**config.mk**
```make
export PLATFORM = sky130hd
export DESIGN_NAME = uart_tx_arbiter
export DESIGN_NICKNAME = d
export VERILOG_FILES = /design/src/rtl/uart_tx_arbiter.sv
export SDC_FILE = /design/constraint.sdc
export NUM_CORES = 1
export LEC_CHECK = 0
export CAP_MARGIN = 20
export CORE_ASPECT_RATIO = 0.6
export CORE_MARGIN = 10
export CORE_UTILIZATION = 25
export CTS_CLUSTER_DIAMETER = 50
export DETAILED_ROUTE_END_ITERATION = 12
export GPL_ROUTABILITY_DRIVEN = 0
export PLACE_DENSITY = 0.52
export REMOVE_ABC_BUFFERS = 1
export SLEW_MARGIN = 20
export SYNTH_ARGS = -nofsm -noshare
export SYNTH_HDL_FRONTEND = slang
export SYNTH_SLANG_ARGS = --single-unit
```
**constraint.sdc**
```tcl
create_clock -name i_clk -period 3.9 [get_ports i_clk]
set_clock_uncertainty 0.05 [all_clocks]
set_input_delay 0.39 -clock i_clk [delete_from_list [all_inputs] [get_ports i_clk]]
set_output_delay 0.39 -clock i_clk [all_outputs]
set_load 0.03 [all_outputs]
```
**src/rtl/uart_tx_arbiter.sv**
```systemverilog
// Round-robin arbiter sharing one UART TX path among NUM_REQ byte producers.
// One grant per frame, tracked through the transmitter's busy flag with a start timeout.
module uart_tx_arbiter #(
    parameter int NUM_REQ       = 4,
    parameter int DATA_WIDTH    = 8,
    parameter int START_TIMEOUT = 8
) (
    input  logic                          i_clk,
    input  logic                          i_rst,
    input  logic [NUM_REQ-1:0]            i_req_valid,
    input  logic [NUM_REQ*DATA_WIDTH-1:0] i_req_data,
    output logic [NUM_REQ-1:0]            o_req_ack,
    input  logic                          i_tx_busy,
    output logic [DATA_WIDTH-1:0]         o_tx_data,
    output logic                          o_tx_data_valid,
    output logic [$clog2(NUM_REQ)-1:0]    o_grant_id,
    output logic                          o_active,
    output logic                          o_done,
    output logic                          o_timeout
);

    localparam int ID_WIDTH  = $clog2(NUM_REQ);
    localparam int CNT_WIDTH = $clog2(START_TIMEOUT);
    localparam logic [CNT_WIDTH-1:0] CNT_LAST = CNT_WIDTH'(START_TIMEOUT - 1);
    localparam logic [CNT_WIDTH-1:0] CNT_ONE  = {{(CNT_WIDTH-1){1'b0}}, 1'b1};
    localparam logic [NUM_REQ-1:0]   ACK_ONE  = {{(NUM_REQ-1){1'b0}}, 1'b1};

    typedef enum logic [1:0] {
        ST_IDLE       = 2'd0,
        ST_ISSUE      = 2'd1,
        ST_WAIT_START = 2'd2,
        ST_WAIT_DONE  = 2'd3
    } state_t;

    state_t                 state_r;
    logic [ID_WIDTH-1:0]    ptr_r;
    logic [CNT_WIDTH-1:0]   cnt_r;
    logic [ID_WIDTH-1:0]    winner_s;
    logic [DATA_WIDTH-1:0]  req_bytes_s [NUM_REQ];

    for (genvar k = 0; k < NUM_REQ; k++) begin : g_unpack
        assign req_bytes_s[k] = i_req_data[k*DATA_WIDTH +: DATA_WIDTH];
    end

    // First valid requester strictly after ptr, wrapping; ptr itself is checked last.
    function automatic logic [ID_WIDTH-1:0] pick_winner(
        input logic [NUM_REQ-1:0]  valid,
        input logic [ID_WIDTH-1:0] ptr
    );
        logic [ID_WIDTH-1:0] w;
        logic [ID_WIDTH-1:0] cand;
        logic                found;
        w     = ptr;
        found = 1'b0;
        for (int i = 1; i <= NUM_REQ; i++) begin
            cand = ID_WIDTH'((int'(ptr) + i) % NUM_REQ);
            if (!found && valid[cand]) begin
                w     = cand;
                found = 1'b1;
            end
        end
        return w;
    endfunction

    // Round-robin winner for the current request vector.
    always_comb begin
        winner_s = pick_winner(i_req_valid, ptr_r);
    end

    // Frame sequencing FSM with all outputs registered.
    always_ff @(posedge i_clk or posedge i_rst) begin
        if (i_rst) begin
            state_r         <= ST_IDLE;
            ptr_r           <= ID_WIDTH'(NUM_REQ - 1);
            cnt_r           <= {CNT_WIDTH{1'b0}};
            o_req_ack       <= {NUM_REQ{1'b0}};
            o_tx_data       <= {DATA_WIDTH{1'b0}};
            o_tx_data_valid <= 1'b0;
            o_grant_id      <= {ID_WIDTH{1'b0}};
            o_active        <= 1'b0;
            o_done          <= 1'b0;
            o_timeout       <= 1'b0;
        end else begin
            o_req_ack       <= {NUM_REQ{1'b0}};
            o_tx_data_valid <= 1'b0;
            o_done          <= 1'b0;
            o_timeout       <= 1'b0;
            case (state_r)
                ST_IDLE: begin
                    if ((|i_req_valid) && !i_tx_busy) begin
                        state_r         <= ST_ISSUE;
                        o_tx_data       <= req_bytes_s[winner_s];
                        o_grant_id      <= winner_s;
                        ptr_r           <= winner_s;
                        cnt_r           <= {CNT_WIDTH{1'b0}};
                        o_tx_data_valid <= 1'b1;
                        o_req_ack       <= ACK_ONE << winner_s;
                        o_active        <= 1'b1;
                    end else begin
                        state_r <= ST_IDLE;
                    end
                end
                ST_ISSUE: begin
                    state_r <= ST_WAIT_START;
                end
                ST_WAIT_START: begin
                    // busy wins over an expiring counter on the same cycle
                    if (i_tx_busy) begin
                        state_r <= ST_WAIT_DONE;
                    end else if (cnt_r == CNT_LAST) begin
                        state_r   <= ST_IDLE;
                        o_timeout <= 1'b1;
                        o_active  <= 1'b0;
                    end else begin
                        cnt_r <= cnt_r + CNT_ONE;
                    end
                end
                ST_WAIT_DONE: begin
                    if (!i_tx_busy) begin
                        state_r  <= ST_IDLE;
                        o_done   <= 1'b1;
                        o_active <= 1'b0;
                    end else begin
                        state_r <= ST_WAIT_DONE;
                    end
                end
                default: begin
                    state_r  <= ST_IDLE;
                    o_active <= 1'b0;
                end
            endcase
        end
    end

endmodule

```
## Word-level counts from Yosys, hierarchy flattened

Cells that the tools add are included.

| operators by class | value |
|---|---|
| add/sub/neg operators | 5 |
| muxes and demuxes | 41 |
| shift-type cells | 1 |
| eq/ne operators | 10 |
| divide/modulo/power cells | 0 |
| order comparisons | 5 |
| multipliers | 0 |
| reduce and logical (&&, ||, !) cells | 15 |
| bitwise logic cells | 1 |

Operators by type and width:

| operator | number |
|---|---|
| $mux 1 | 19 |
| $bmux 8 s2 | 1 |
| $mux 8 | 2 |
| $mux 2 | 7 |
| $lt 2x3->1 const B | 4 |
| $ne 2x2->1 const B | 5 |
| $mux 3 | 3 |
| $bmux 1 s2 | 4 |
| $mux 4 | 2 |
| $pmux 2 s4 | 1 |
| $pmux 3 s2 | 1 |
| $reduce_and 5->1 | 1 |
| $add 2x1->2 const B | 2 |
| $add 2x2->2 const B | 2 |
| $eq 2x2->1 const B | 2 |
| $logic_and 1x1->1 | 4 |
| $logic_not 1->1 | 4 |
| $reduce_and 4->1 | 1 |
| $reduce_or 4->1 | 1 |
| $shl 1x2->4 const A | 1 |
| $add 3x1->3 const B | 1 |
| $eq 3x3->1 const B | 1 |
| $ge 3x3->1 const B | 1 |
| $ne 3x3->1 const B | 1 |
| other kinds (7) | 7 |

| storage, ports and cells | value |
|---|---|
| output and inout bits | 18 |
| input port bits | 39 |
| word-level logic and storage cells | 88 |
| bits in latches | 0 |
| RAM bits | 0 |
| ROM bits | 0 |
| flip-flop bits (word level) | 25 |
| memories kept | 0 |

## Depth between registers and ports, before layout

Gate-level depths: netlist of the first run.

| depth | value |
|---|---|
| depth in word-level cells | 17 |
| depth in mapped cells | 7 |
| gate-level depth less buffers | 6 |

## Worst setup path before layout of the first run

No wires, ideal clock.

| timing path | value |
|---|---|
| kind | reg-to-reg |
| from | register ptr_r[1] |
| to | register o_tx_data[0] |
| period minus slack after synthesis | 1.726 ns |
| required time | 3.719 ns |
| setup slack | 2.174 ns |
| library setup time | 0.131 ns |
| arrival time | 1.545 ns |
| buffers on the path | 2 |
| stages on the path, launching flop included | 8 |
| cells stage by stage | dfstp_2 > buf_6 > nand2b_1 > a21oi_4 > nor3_4 > buf_6 > mux2i_1 > o211ai_1 |

| on the way | value |
|---|---|
| longest elaborated chain between the ends | 17 |
| elaborated cells between the ends (all ways) | 29 |
| classes of those cells | add/sub (4); mux (18); bitwise (1); reduce/logical (6) |

RTL lines:

| item | RTL line | RTL |
|---|---|---|
| start, declared | 36 | `logic [ID_WIDTH-1:0] ptr_r;` |
| start signal, assigned | 74 | `ptr_r <= ID_WIDTH'(NUM_REQ - 1);` |
| start signal, assigned | 94 | `ptr_r <= winner_s;` |
| $add 2x1->2 | 56 | `cand = ID_WIDTH'((int'(ptr) + i) % NUM_REQ);` |
| $bmux 1 s2 | 57 | `if (!found && valid[cand]) begin` |
| $mux 1 (not written as such) | 57 |  |
| $mux 1 | 57 |  |
| $logic_not 1->1 | 57 |  |
| $logic_and 1x1->1 | 57 |  |
| $mux 1 | 57 |  |
| $logic_not 1->1 | 57 |  |
| $logic_and 1x1->1 | 57 |  |
| $mux 1 | 57 |  |
| $logic_not 1->1 | 57 |  |
| $logic_and 1x1->1 | 57 |  |
| $mux 2 * | 57 |  |
| $not 2->3 (not written as such) * | 92 | `o_tx_data <= req_bytes_s[winner_s];` |
| $bmux 8 s2 * | 92 |  |
| $mux 8 (not written as such) * (2 in series) | 92 |  |
| end signal, assigned | 77 | `o_tx_data <= {DATA_WIDTH{1'b0}};` |
| end signal, assigned | 92 |  |
| end, declared | 14 | `output logic [DATA_WIDTH-1:0] o_tx_data,` |

Mark *: on every way between the ends. The rest lies on a longest branch, timed or not. The select of a mux whose other input is x is not followed.
A chain may end at the register's enable or synchronous reset.

## Worst setup path in the final report of the first run

| timing path | value |
|---|---|
| from | input i_req_valid[0] |
| to | register o_tx_data[6] |

| on the way | value |
|---|---|
| longest elaborated chain between the ends | 16 |
| elaborated cells between the ends (all ways) | 28 |
| classes of those cells | mux (18); bitwise (1); reduce/logical (9) |

RTL lines:

| item | RTL line | RTL |
|---|---|---|
| start, declared | 10 | `input logic [NUM_REQ-1:0] i_req_valid,` |
| $bmux 1 s2 | 57 |  |
| $mux 1 (not written as such) | 57 |  |
| $mux 1 | 57 |  |
| $logic_not 1->1 | 57 |  |
| $logic_and 1x1->1 | 57 |  |
| $mux 1 | 57 |  |
| $logic_not 1->1 | 57 |  |
| $logic_and 1x1->1 | 57 |  |
| $mux 1 | 57 |  |
| $logic_not 1->1 | 57 |  |
| $logic_and 1x1->1 | 57 |  |
| $mux 2 | 57 |  |
| $not 2->3 (not written as such) | 92 |  |
| $bmux 8 s2 | 92 |  |
| $mux 8 (not written as such) (2 in series) | 92 |  |

Parallel ways exist; a longest one is shown, timed or not. The select of a mux whose other input is x is not followed.

==> metrics.csv, run 1 <==
stage,metric,value,unit
timing,worst_pin_slew,906,ps
global_route,grt_max_degree,26,
drt,drc,0,
die,rows,20,
clocking,clock_sinks,25,
global_route,grt_use_met1,12.8,%
global_route,grt_usage,9.85,%
clocking,htree_num_levels,1,
placement,placedCellCount,252,
critical_path,criticalPathCategory,primary input to register,
layout,num_antenna_cells,0,
die,start_util,26.5,%
layout,drive_above_1_share,6.84,%
status,outcome,"finished, final reports clean",
synth,synthSimpleGateAreaFrac,18.8,%
placement,post-place-ws,1310,ps
timing,finalMaxSlewViolations,0,
critical_path,crit_path_start_kind,primary input,
clocking,cts_buffer_depth,2,
synth,synth-seq-cells,25,
synth,synth_fa_ha_area_share,1.81,%
drt,drt-initial-drc-count,38,
timing,setup_viol,0,
clocking,tritoncts,yes,
global_route,grt_busiest_layer,met2,
synth,syn_area_per_cell,10.2,um2
global_route,use_met2,14.4,%
layout,fill_cells,517,
timing,fin_crit_sh,58.0,%
global_route,grt_pass1_vias,1319,
synth,syn-cell-area,1380,um2
clocking,cts_setup_buffers,0,
synth,synthMuxAreaShare,6.62,%
synth,ys_warn_count,0,
layout,syn2layout_area_growth,47.3,%
critical_path,endpoint_kind,register,
placement,portBuffers,56,
power,power.density,616,nW/um2
synth,synth_compound_area_share,22.6,%
layout,multi_input_area,687,um2
synth,synth_edf_count,0,
flow_run,drv_cap,0,
synth,synth-main-ff-cell,dfrtp_1,
drt,wl_per_cell,16.9,um
clocking,worst_skew_pair.late_latency,270,ps
die,core,5200,um2
clocking,clk_pin_slew,90,ps
clocking,cts_buffers,3,
layout,nets,232,
timing,rsz0062_at_grt,false,
drt,ant_nets,0,
synth,synth_top_family_by_area,compound AO/OA/AOI/OAI gates,
power,p_leak,0.861,nW
die,pin_count,57,
critical_path,crit_arrival,2350,ps
timing,tns,0,ps
clocking,ctsResizeCount,0,
critical_path,critPathMaxFanout,12,
clocking,ctsHoldBuffers,0,
layout,register_area,628,um2
placement,dpl_cell_area,1980,um2
die,fp.dieW,116,um
drt,post_drt_via_cell_ratio,4.95,
synth,synthArstFlopShare,100,%
power,irDropWorstVdd,272,uV
global_route,grt_pass1_wl,7180,um
synth,synth_seq_area_share,45.6,%
synth,synth_xor_xnor_area_share,0,%
timing,fin_ws,1640,ps
die,die_h,77.5,um
timing,hold_viol,0,
global_route,grt_overflow,0,
synth,ys_types,33,
drt,drtPass1Iterations,4,
clocking,cts_root_buf,clkbuf_8,
die,die_area,8980,um2
worst_hold_path,holdCritPathClass,register to register,
layout,stdcell_area,2030,um2
drt,vias,1267,
critical_path,crit_required,3990,ps
drt,routed_wl,4340,um
placement,hpwlAfterDp,3460,um
timing,slew_headroom,39.3,%
global_route,use_met3,5.53,%
layout,fin_cells,256,
synth,syn_inst,135,
timing,period_needed,2260,ps
global_route,antenna_found_initial,0,
timing,clock.fmax,442,MHz
==> final timing paths <==
check                                     from             to  slack, ps  depth (start not counted)
worst max-delay path            i_req_valid[0]   o_tx_data[6]       1640                          5
worst min-delay path             o_grant_id[0]  o_grant_id[0]        450                          1
worst max register to register        ptr_r[1]   o_tx_data[6]       1730                          5
worst min register to register   o_grant_id[0]  o_grant_id[0]        450                          1
max in group asynchronous                i_rst  o_grant_id[0]       2920                          2
min in group asynchronous                i_rst   o_req_ack[1]        460                          2
==> cell usage in the layout (no fill, tap or decap), drive strengths merged, types with 2 or more instances in the layout <==
master         instances
buf                    2
and3b                  2
a22o                   2
clkbuf                 3
o211ai                 8
mux2i                  8
clkdlybuf4s50         56
inv                    2
nand4                  8
ha                     2
nand2                 17
and2                   2
nor2                   7
o21ai                  3
nand2b                 5
o31ai                  8
a21o                   2
dfstp                  2
nor3                   4
a21oi                  6
dfrtp                 23
a211o                  8
clkinv                 2
==> cells by family after synthesis <==
group	after synthesis
AO/OA/AOI/OAI	40
adder cells (fa/ha/maj)	2
buffers and inverters	10
flip-flops	25
multiplexers	9
AND/OR/NAND/NOR	49
==> worst max-delay path: stages <==
cell	delay [ps]
clkdlybuf4s50_1	530
and3b_1	320
nor3_4	670
mux2i_1	330
o211ai_1	100
==> area by class of cell <==
class | count | area share (%)
clock inverters | 1 | 0.246
multi-input cells | 100 | 33.8
clock buffers | 3 | 2.03
repair buffers | 58 | 28.3
inverters | 3 | 0.555
well taps | 66 | 4.07
flip-flops and latches | 25 | 30.9
==> report_power, final <==
| part | leakage [nW] | internal (mW) | switching, mW |
|---|---|---|---|
| clock network | 0.0255 | 0.0714 | 0.0811 |
| logic | 0.520 | 0.286 | 0.372 |
| registers | 0.316 | 0.360 | 0.0814 |
==> state kept, by name, summed over array words and instances (netlist names) <==
signal / flops
cnt_r: 3
o_active: 1
o_done: 1
o_grant_id: 2
o_req_ack: 4
o_timeout: 1
o_tx_data: 8
o_tx_data_valid: 1
ptr_r: 2
state_r: 2
==> synthesized netlist by cell type, drive strengths merged (2+ instances only) <==
cell type,n,area [um2]
dfstp,2,52.6
a22o,2,17.5
nand4,8,50.1
nor2,7,26.3
nor3,4,31.3
inv,3,11.3
o211ai,8,60.1
ha,2,25.0
a21o,2,15.0
nand2,17,63.8
o21ai,3,15.0
and2,2,12.5
buf,6,48.8
a211o,8,70.1
o31ai,8,60.1
dfrtp,23,576
mux2i,8,80.1
and3b,2,17.5
a21oi,6,52.6
nand2b,5,31.3
==> metal layers <==
layer  part of all wire [%]  up-vias
met5                      0        -
met4                      0        0
met3                     14        0
met2                     43       60
met1                     43      593
li1                       -      614
==> metrics by stage <==
step           utilization, %  power [mW]  hold slack [ps]
4_1_cts                  39.0        1.27              462
5_1_grt                  39.0        1.35              501
3_5_place_dp             38.1        1.11              442
6_report                 39.0        1.25              453
3_3_place_gp             38.1        1.09              438
2_1_floorplan               -       0.836              366
Power figures use the tool's default switching activity.
==> inputs of run 2 (changes only) <==
--- a/config.mk
+++ b/config.mk
@@ -12,7 +12,7 @@
 export CTS_CLUSTER_DIAMETER = 50
 export DETAILED_ROUTE_END_ITERATION = 12
 export GPL_ROUTABILITY_DRIVEN = 0
-export PLACE_DENSITY = 0.52
+export PLACE_DENSITY = 0.53
 export REMOVE_ABC_BUFFERS = 1
 export SLEW_MARGIN = 20
 export SYNTH_ARGS = -nofsm -noshare
==> constraint.sdc (replaced) <==
create_clock -name i_clk -period 2 [get_ports i_clk]
set_clock_uncertainty 0.05 [all_clocks]
set_input_delay 0.2 -clock i_clk [delete_from_list [all_inputs] [get_ports i_clk]]
set_output_delay 0.2 -clock i_clk [all_outputs]
set_load 0.03 [all_outputs]
==> run 2 against run 1 <==
Net effect: non-clock buffer count increased by 14; sequential power rose by 93%; wire length grew 2.8%; largest power group unchanged.
==> metrics.csv, run 2 (synthesis results as in run 1) <==
stage,metric,value,unit,change
die,pin_count,57,,unchanged
timing,tns,0,ps,unchanged
clocking,cts_buffers,3,,unchanged
power,power.density,1190,nW/um2,+93%
clocking,clk_pin_slew,90,ps,about the same
timing,clock.fmax,542,MHz,
critical_path,crit_arrival,1940,ps,-410 ps
power,pwr-share-seq,33.5,%,-1.8 points
power,clkPwrFrac,11.8,%,-0.4 points
clocking,ctsHoldBuffers,0,,unchanged
drt,routed.top_layer,met3,,
placement,placedCellCount,266,,+5.6%
layout,final_common_cell,clkdlybuf4s50_1,,
layout,largest_reg_flops,8,,unchanged
clocking,cts_setup_buffers,0,,unchanged
layout,drive_above_1_share,12.7,%,+5.9 points
die,die_h,77.5,um,unchanged
clocking,clock_sinks,25,,unchanged
global_route,grt_usage,9.91,%,+0.062 points
critical_path,endpoint_kind,register,,
timing,slew_headroom,72.8,%,+34 points
power,combPwrFrac,54.7,%,+2.1 points
power,p_leak,0.929,nW,+7.9%
critical_path,critPathLaunch,ptr_r[1],,
drt,vias,1312,,+3.6%
power,irDropWorstVdd,508,uV,+87%
global_route,antenna_found_initial,0,,unchanged
layout,fill_cells,508,,-1.7%
drt,drt-initial-drc-count,37,,-2.6%
critical_path,reg2reg_depth,6,,+1
layout,final_cell_mix,"clkdlybuf4s50_1, dfrtp_1, nand2_1, buf_4",,
die,start_util,26.5,%,unchanged
critical_path,crit_required,2100,ps,-1890 ps
drt,post_drt_via_cell_ratio,4.86,,-1.8%
layout,final_util,41.0,%,+2.0 points
drt,wl_met1,2110,um,+13%
clocking,ctsResizeCount,0,,unchanged
critical_path,timing.rr.start,ptr_r[1],,
drt,ant_nets,0,,unchanged
drt,wl_per_cell,16.5,um,-2.5%
drt,routed_wl,4460,um,+2.8%
timing,period_needed,1840,ps,
layout,syn2layout_area_growth,54.8,%,
critical_path,crit_path_start_kind,register,,
timing,fin_crit_sh,92.2,%,
global_route,grt_pass1_wl,7230,um,+0.77%
global_route,grt_pass1_vias,1404,,+6.4%
placement,portBuffers,56,,unchanged
status,outcome,"finished, final reports clean",,
drt,drc,0,,unchanged
layout,nets,246,,+6.0%
timing,rsz0062_at_grt,false,,
clocking,cts_buffer_depth,2,,unchanged
layout,top_register,o_tx_data,,
critical_path,criticalPathCategory,register to register,,
clocking,cts_root_buf,clkbuf_8,,
clocking,htree_num_levels,1,,unchanged
power,switching_share,41.7,%,-1.0 points
worst_hold_path,holdCritPathClass,primary input to async pin,,
power,internal-power,1.48,mW,+110%
clocking,tritoncts,yes,,
global_route,grt_overflow,0,,unchanged
layout,num_antenna_cells,0,,unchanged
placement,hpwlAfterDp,3600,um,+4.1%
die,core,5200,um2,unchanged
layout,largest_registers,"o_tx_data (8), o_req_ack (4), cnt_r (3)",,
power,finalPower,2.54,mW,+100%
critical_path,r2r-end,o_tx_data[0],,
timing,setup_viol,0,,unchanged
clocking,worst_skew_pair.late_latency,270,ps,about the same
timing,hold_viol,0,,unchanged
drt,met2_wirelength,1950,um,+4.2%
critical_path,critPathMaxFanout,10,,-2
layout,fin_cells,270,,+5.5%
drt,dr_wl_met3,396,um,-33%
power,p_switching,1.06,mW,+98%
flow_run,drv_cap,0,,unchanged
timing,worst_pin_slew,404,ps,-501 ps
timing,finalMaxSlewViolations,0,,unchanged
die,fp.dieW,116,um,unchanged
drt,drtPass1Iterations,4,,unchanged
critical_path,r2r_setup_slack,160,ps,-1570 ps
die,rows,20,,unchanged
global_route,grt_max_degree,26,,unchanged
die,die_area,8980,um2,unchanged
-- run 2: per-stage QoR --
stage	setup WS [ps]	instance area, um2	hold slack [ps]
final	156	2130	225
after global routing	42.3	2130	268
after CTS	157	2130	238
after detailed placement	65.4	2090	428
after global placement	113	2090	434
after floorplan	161	1330	176
-- run 2: worst max-delay path by stage --
stage,endpoint,cells past startpoint
4_1_cts,o_tx_data[0],6
3_3_place_gp,o_tx_data[1],8
6_report,o_tx_data[0],6
3_5_place_dp,o_tx_data[1],8
2_1_floorplan,o_tx_data[0],4
5_1_grt,o_tx_data[4],6
-- run 2: worst max-delay path, cell delays in order, from the launching register on --
cell,delay (ps)
dfstp_2,620
nand2b_1,210
a21oi_4,100
nor3_4,180
buf_4,210
mux2i_1,240
o211ai_1,120
-- run 2: cell type report --
class / instances / area [um2] / area share [%]
clock buffers: 4 / 45.0 / 2.11
repair buffers: 72 / 681 / 31.9
well taps: 66 / 82.6 / 3.87
inverters: 3 / 11.3 / 0.528
multi-input cells: 100 / 687 / 32.2
flip-flops and latches: 25 / 628 / 29.4
-- run 2: per-layer routing --
layer,track usage (%),vias to the layer above
met5,0,-
met4,0.995,0
met3,5.38,0
met2,14.5,44
met1,12.9,624
li1,-,644
-- run 2: power by group through the flow --
| stage | combinational [mW] | sequential (mW) | clock (mW) |
|---|---|---|---|
| final | 1.39 | 0.850 | 0.299 |
| after global routing | 1.51 | 0.881 | 0.340 |
| after CTS | 1.40 | 0.851 | 0.309 |
| after detailed placement | 1.39 | 0.857 | 0 |
| after global placement | 1.37 | 0.861 | 0 |
| after floorplan | 0.569 | 1.06 | 0 |
==> inputs of run 3 (changes only) <==
--- a/config.mk
+++ b/config.mk
@@ -7,7 +7,7 @@
 export LEC_CHECK = 0
 export CAP_MARGIN = 20
 export CORE_ASPECT_RATIO = 0.6
-export CORE_MARGIN = 10
+export CORE_MARGIN = 4
 export CORE_UTILIZATION = 25
 export CTS_CLUSTER_DIAMETER = 50
 export DETAILED_ROUTE_END_ITERATION = 12
==> run 3 against run 2 <==
Net effect: clock-buffer cell count unchanged; wire length decreased by 7.5%; maximum frequency increased by 0.98%; critical path depth unchanged; die area decreased by 24%; register-to-register slack improved by 20 ps; total power decreased by 0.29%; worst setup slack improved by 18 ps; via count decreased by 0.61%; flip-flop and latch count unchanged; combinational power about the same; largest power group unchanged; highest routed layer is now met4.
==> metrics.csv, run 3 (synthesis results as in run 1) <==
stage,metric,value,unit,change
status,outcome,"finished, final reports clean",,
die,pin_count,57,,unchanged
global_route,grt_max_degree,26,,unchanged
critical_path,reg2reg_depth,6,,unchanged
global_route,use_met2,18.9,%,+4.4 points
layout,num_antenna_cells,0,,unchanged
timing,slew_headroom,72.9,%,+0.093 points
critical_path,critPathMaxFanout,10,,unchanged
die,core,5200,um2,unchanged
drt,wl_per_cell,15.3,um,-7.5%
global_route,grt_busiest_layer,met2,,
power,combPwrFrac,54.5,%,-0.2 points
clocking,clk_pin_slew,90,ps,about the same
critical_path,timing.rr.start,ptr_r[1],,
critical_path,endpoint_kind,register,,
clocking,cts_buffers,3,,unchanged
power,p_switching,1.05,mW,-0.59%
power,pwr-share-seq,33.8,%,+0.3 points
clocking,ctsResizeCount,0,,unchanged
clocking,ctsHoldBuffers,0,,unchanged
timing,hold_viol,0,,unchanged
global_route,grt_overflow,0,,unchanged
critical_path,slowest_stage,dfstp_2,,
timing,worst_pin_slew,403,ps,-1.38 ps
clocking,worst_skew_pair.late_latency,260,ps,about the same
drt,routed_wl,4120,um,-7.5%
clocking,cts_setup_buffers,0,,unchanged
timing,clock.fmax,548,MHz,+0.98%
clocking,clock_sinks,25,,unchanged
drt,post_drt_via_cell_ratio,4.83,,-0.61%
timing,tns,0,ps,unchanged
layout,top_register,o_tx_data,,
global_route,grt_usage,12.2,%,+2.3 points
power,irDropWorstVdd,486,uV,-4.2%
power,internal-power,1.48,mW,about the same
timing,period_needed,1830,ps,-18.0 ps
timing,fin_crit_sh,91.3,%,-0.90 points
drt,drtPass1Iterations,4,,unchanged
drt,ant_nets,0,,unchanged
timing,fin_ws,174,ps,+18.0 ps
die,start_util,26.5,%,unchanged
global_route,antenna_found_initial,0,,unchanged
layout,fill_cells,510,,+0.39%
clocking,htree_num_levels,1,,unchanged
critical_path,cpPeakStageDelay,610,ps,about the same
drt,vias,1304,,-0.61%
global_route,grt_pass1_wl,6700,um,-7.4%
worst_hold_path,holdCritPathClass,primary input to async pin,,
timing,finalMaxSlewViolations,0,,unchanged
power,p_leak,0.929,nW,unchanged
drt,drc,0,,unchanged
layout,final_cell_mix,"clkdlybuf4s50_1, dfrtp_1, nand2_1, buf_4",,
drt,drt-initial-drc-count,58,,+57%
layout,final_util,41.0,%,unchanged
layout,largest_registers,"o_tx_data (8), o_req_ack (4), cnt_r (3)",,
layout,final_common_cell,clkdlybuf4s50_1,,
timing,rsz0062_at_grt,false,,
placement,portBuffers,56,,unchanged
layout,syn2layout_area_growth,54.8,%,unchanged
global_route,use_met3,5.20,%,-0.18 points
critical_path,path_cells,"nand2b_1, a21oi_4, nor3_4, buf_4, mux2i_1, o211ai_1",,
flow_run,drv_cap,0,,unchanged
layout,drive_above_1_share,12.7,%,unchanged
die,die_h,65.5,um,-15%
critical_path,r2r-end,o_tx_data[0],,
critical_path,crit_path_start_kind,register,,
clocking,cts_root_buf,clkbuf_8,,
critical_path,r2r_setup_slack,170,ps,+20 ps
global_route,grt_use_met1,16.6,%,+3.7 points
layout,largest_reg_flops,8,,unchanged
clocking,cts_buffer_depth,2,,unchanged
layout,nets,246,,unchanged
timing,setup_viol,0,,unchanged
die,fp.dieW,104,um,-10%
power,clkPwrFrac,11.7,%,about the same
critical_path,criticalPathCategory,register to register,,
placement,post-place-ws,2.08,ps,-63.3 ps
global_route,grt_pass1_vias,1367,,-2.6%
critical_path,crit_arrival,1920,ps,-20 ps
die,rows,20,,unchanged
power,power.density,1180,nW/um2,-0.29%
critical_path,crit_required,2090,ps,about the same
clocking,tritoncts,yes,,
die,die_area,6810,um2,-24%
placement,hpwlAfterDp,3270,um,-9.3%
power,switching_share,41.5,%,-0.13 points
timing,worst_hold_slack,230,ps,+5.30 ps
-- run 3: layer usage --
layer,wire [um],part of all wire [%]
met2,1820,44
met1,1960,47
met3,332,8.1
met4,12,0.29
met5,0,0
-- run 3: worst max path at each step --
stage | cells past startpoint | from | slack [ps] | end
after floorplan | 4 | ptr_r[1] | 160 | o_tx_data[0]
after global placement | 8 | i_req_valid[3] | 110 | o_tx_data[4]
after CTS | 6 | ptr_r[1] | 150 | o_tx_data[0]
final | 6 | ptr_r[1] | 170 | o_tx_data[0]
after detailed placement | 7 | i_req_valid[0] | 2 | o_tx_data[0]
after global routing | 6 | ptr_r[1] | 60 | o_tx_data[0]
-- run 3: layout make-up --
class,count,area [um2],share of cell area [%]
Clock buffer,4,45.0,2.11
Inverter,3,11.3,0.528
Multi-Input combinational cell,100,687,32.2
Sequential cell,25,628,29.4
Tap cell,66,82.6,3.87
Timing Repair Buffer,72,681,31.9
-- run 3: worst max-delay path, delay by kind of cell (launching register included) --
family / cells / cell delay [ps]
flops: 1 / 610
mux: 1 / 240
buf+inv: 1 / 210
simple gates: 2 / 370
compound gates: 2 / 210
-- run 3: stage by stage --
step | cell area, um2 | cells | total power, mW
finish | 2130 | 270 | 2.53
global route | 2130 | 270 | 2.71
CTS | 2130 | 270 | 2.55
detailed placement | 2090 | 266 | 2.25
global placement | 2090 | 266 | 2.22
floorplan | 1330 | 128 | 1.63
-- run 3: power by group through the flow --
stage / Sequential (mW) / Combinational, mW / Clock [mW]
after global placement: 0.865 / 1.36 / 0
after global routing: 0.888 / 1.49 / 0.329
final: 0.856 / 1.38 / 0.296
after floorplan: 1.06 / 0.569 / 0
after detailed placement: 0.861 / 1.38 / 0
after CTS: 0.857 / 1.39 / 0.307
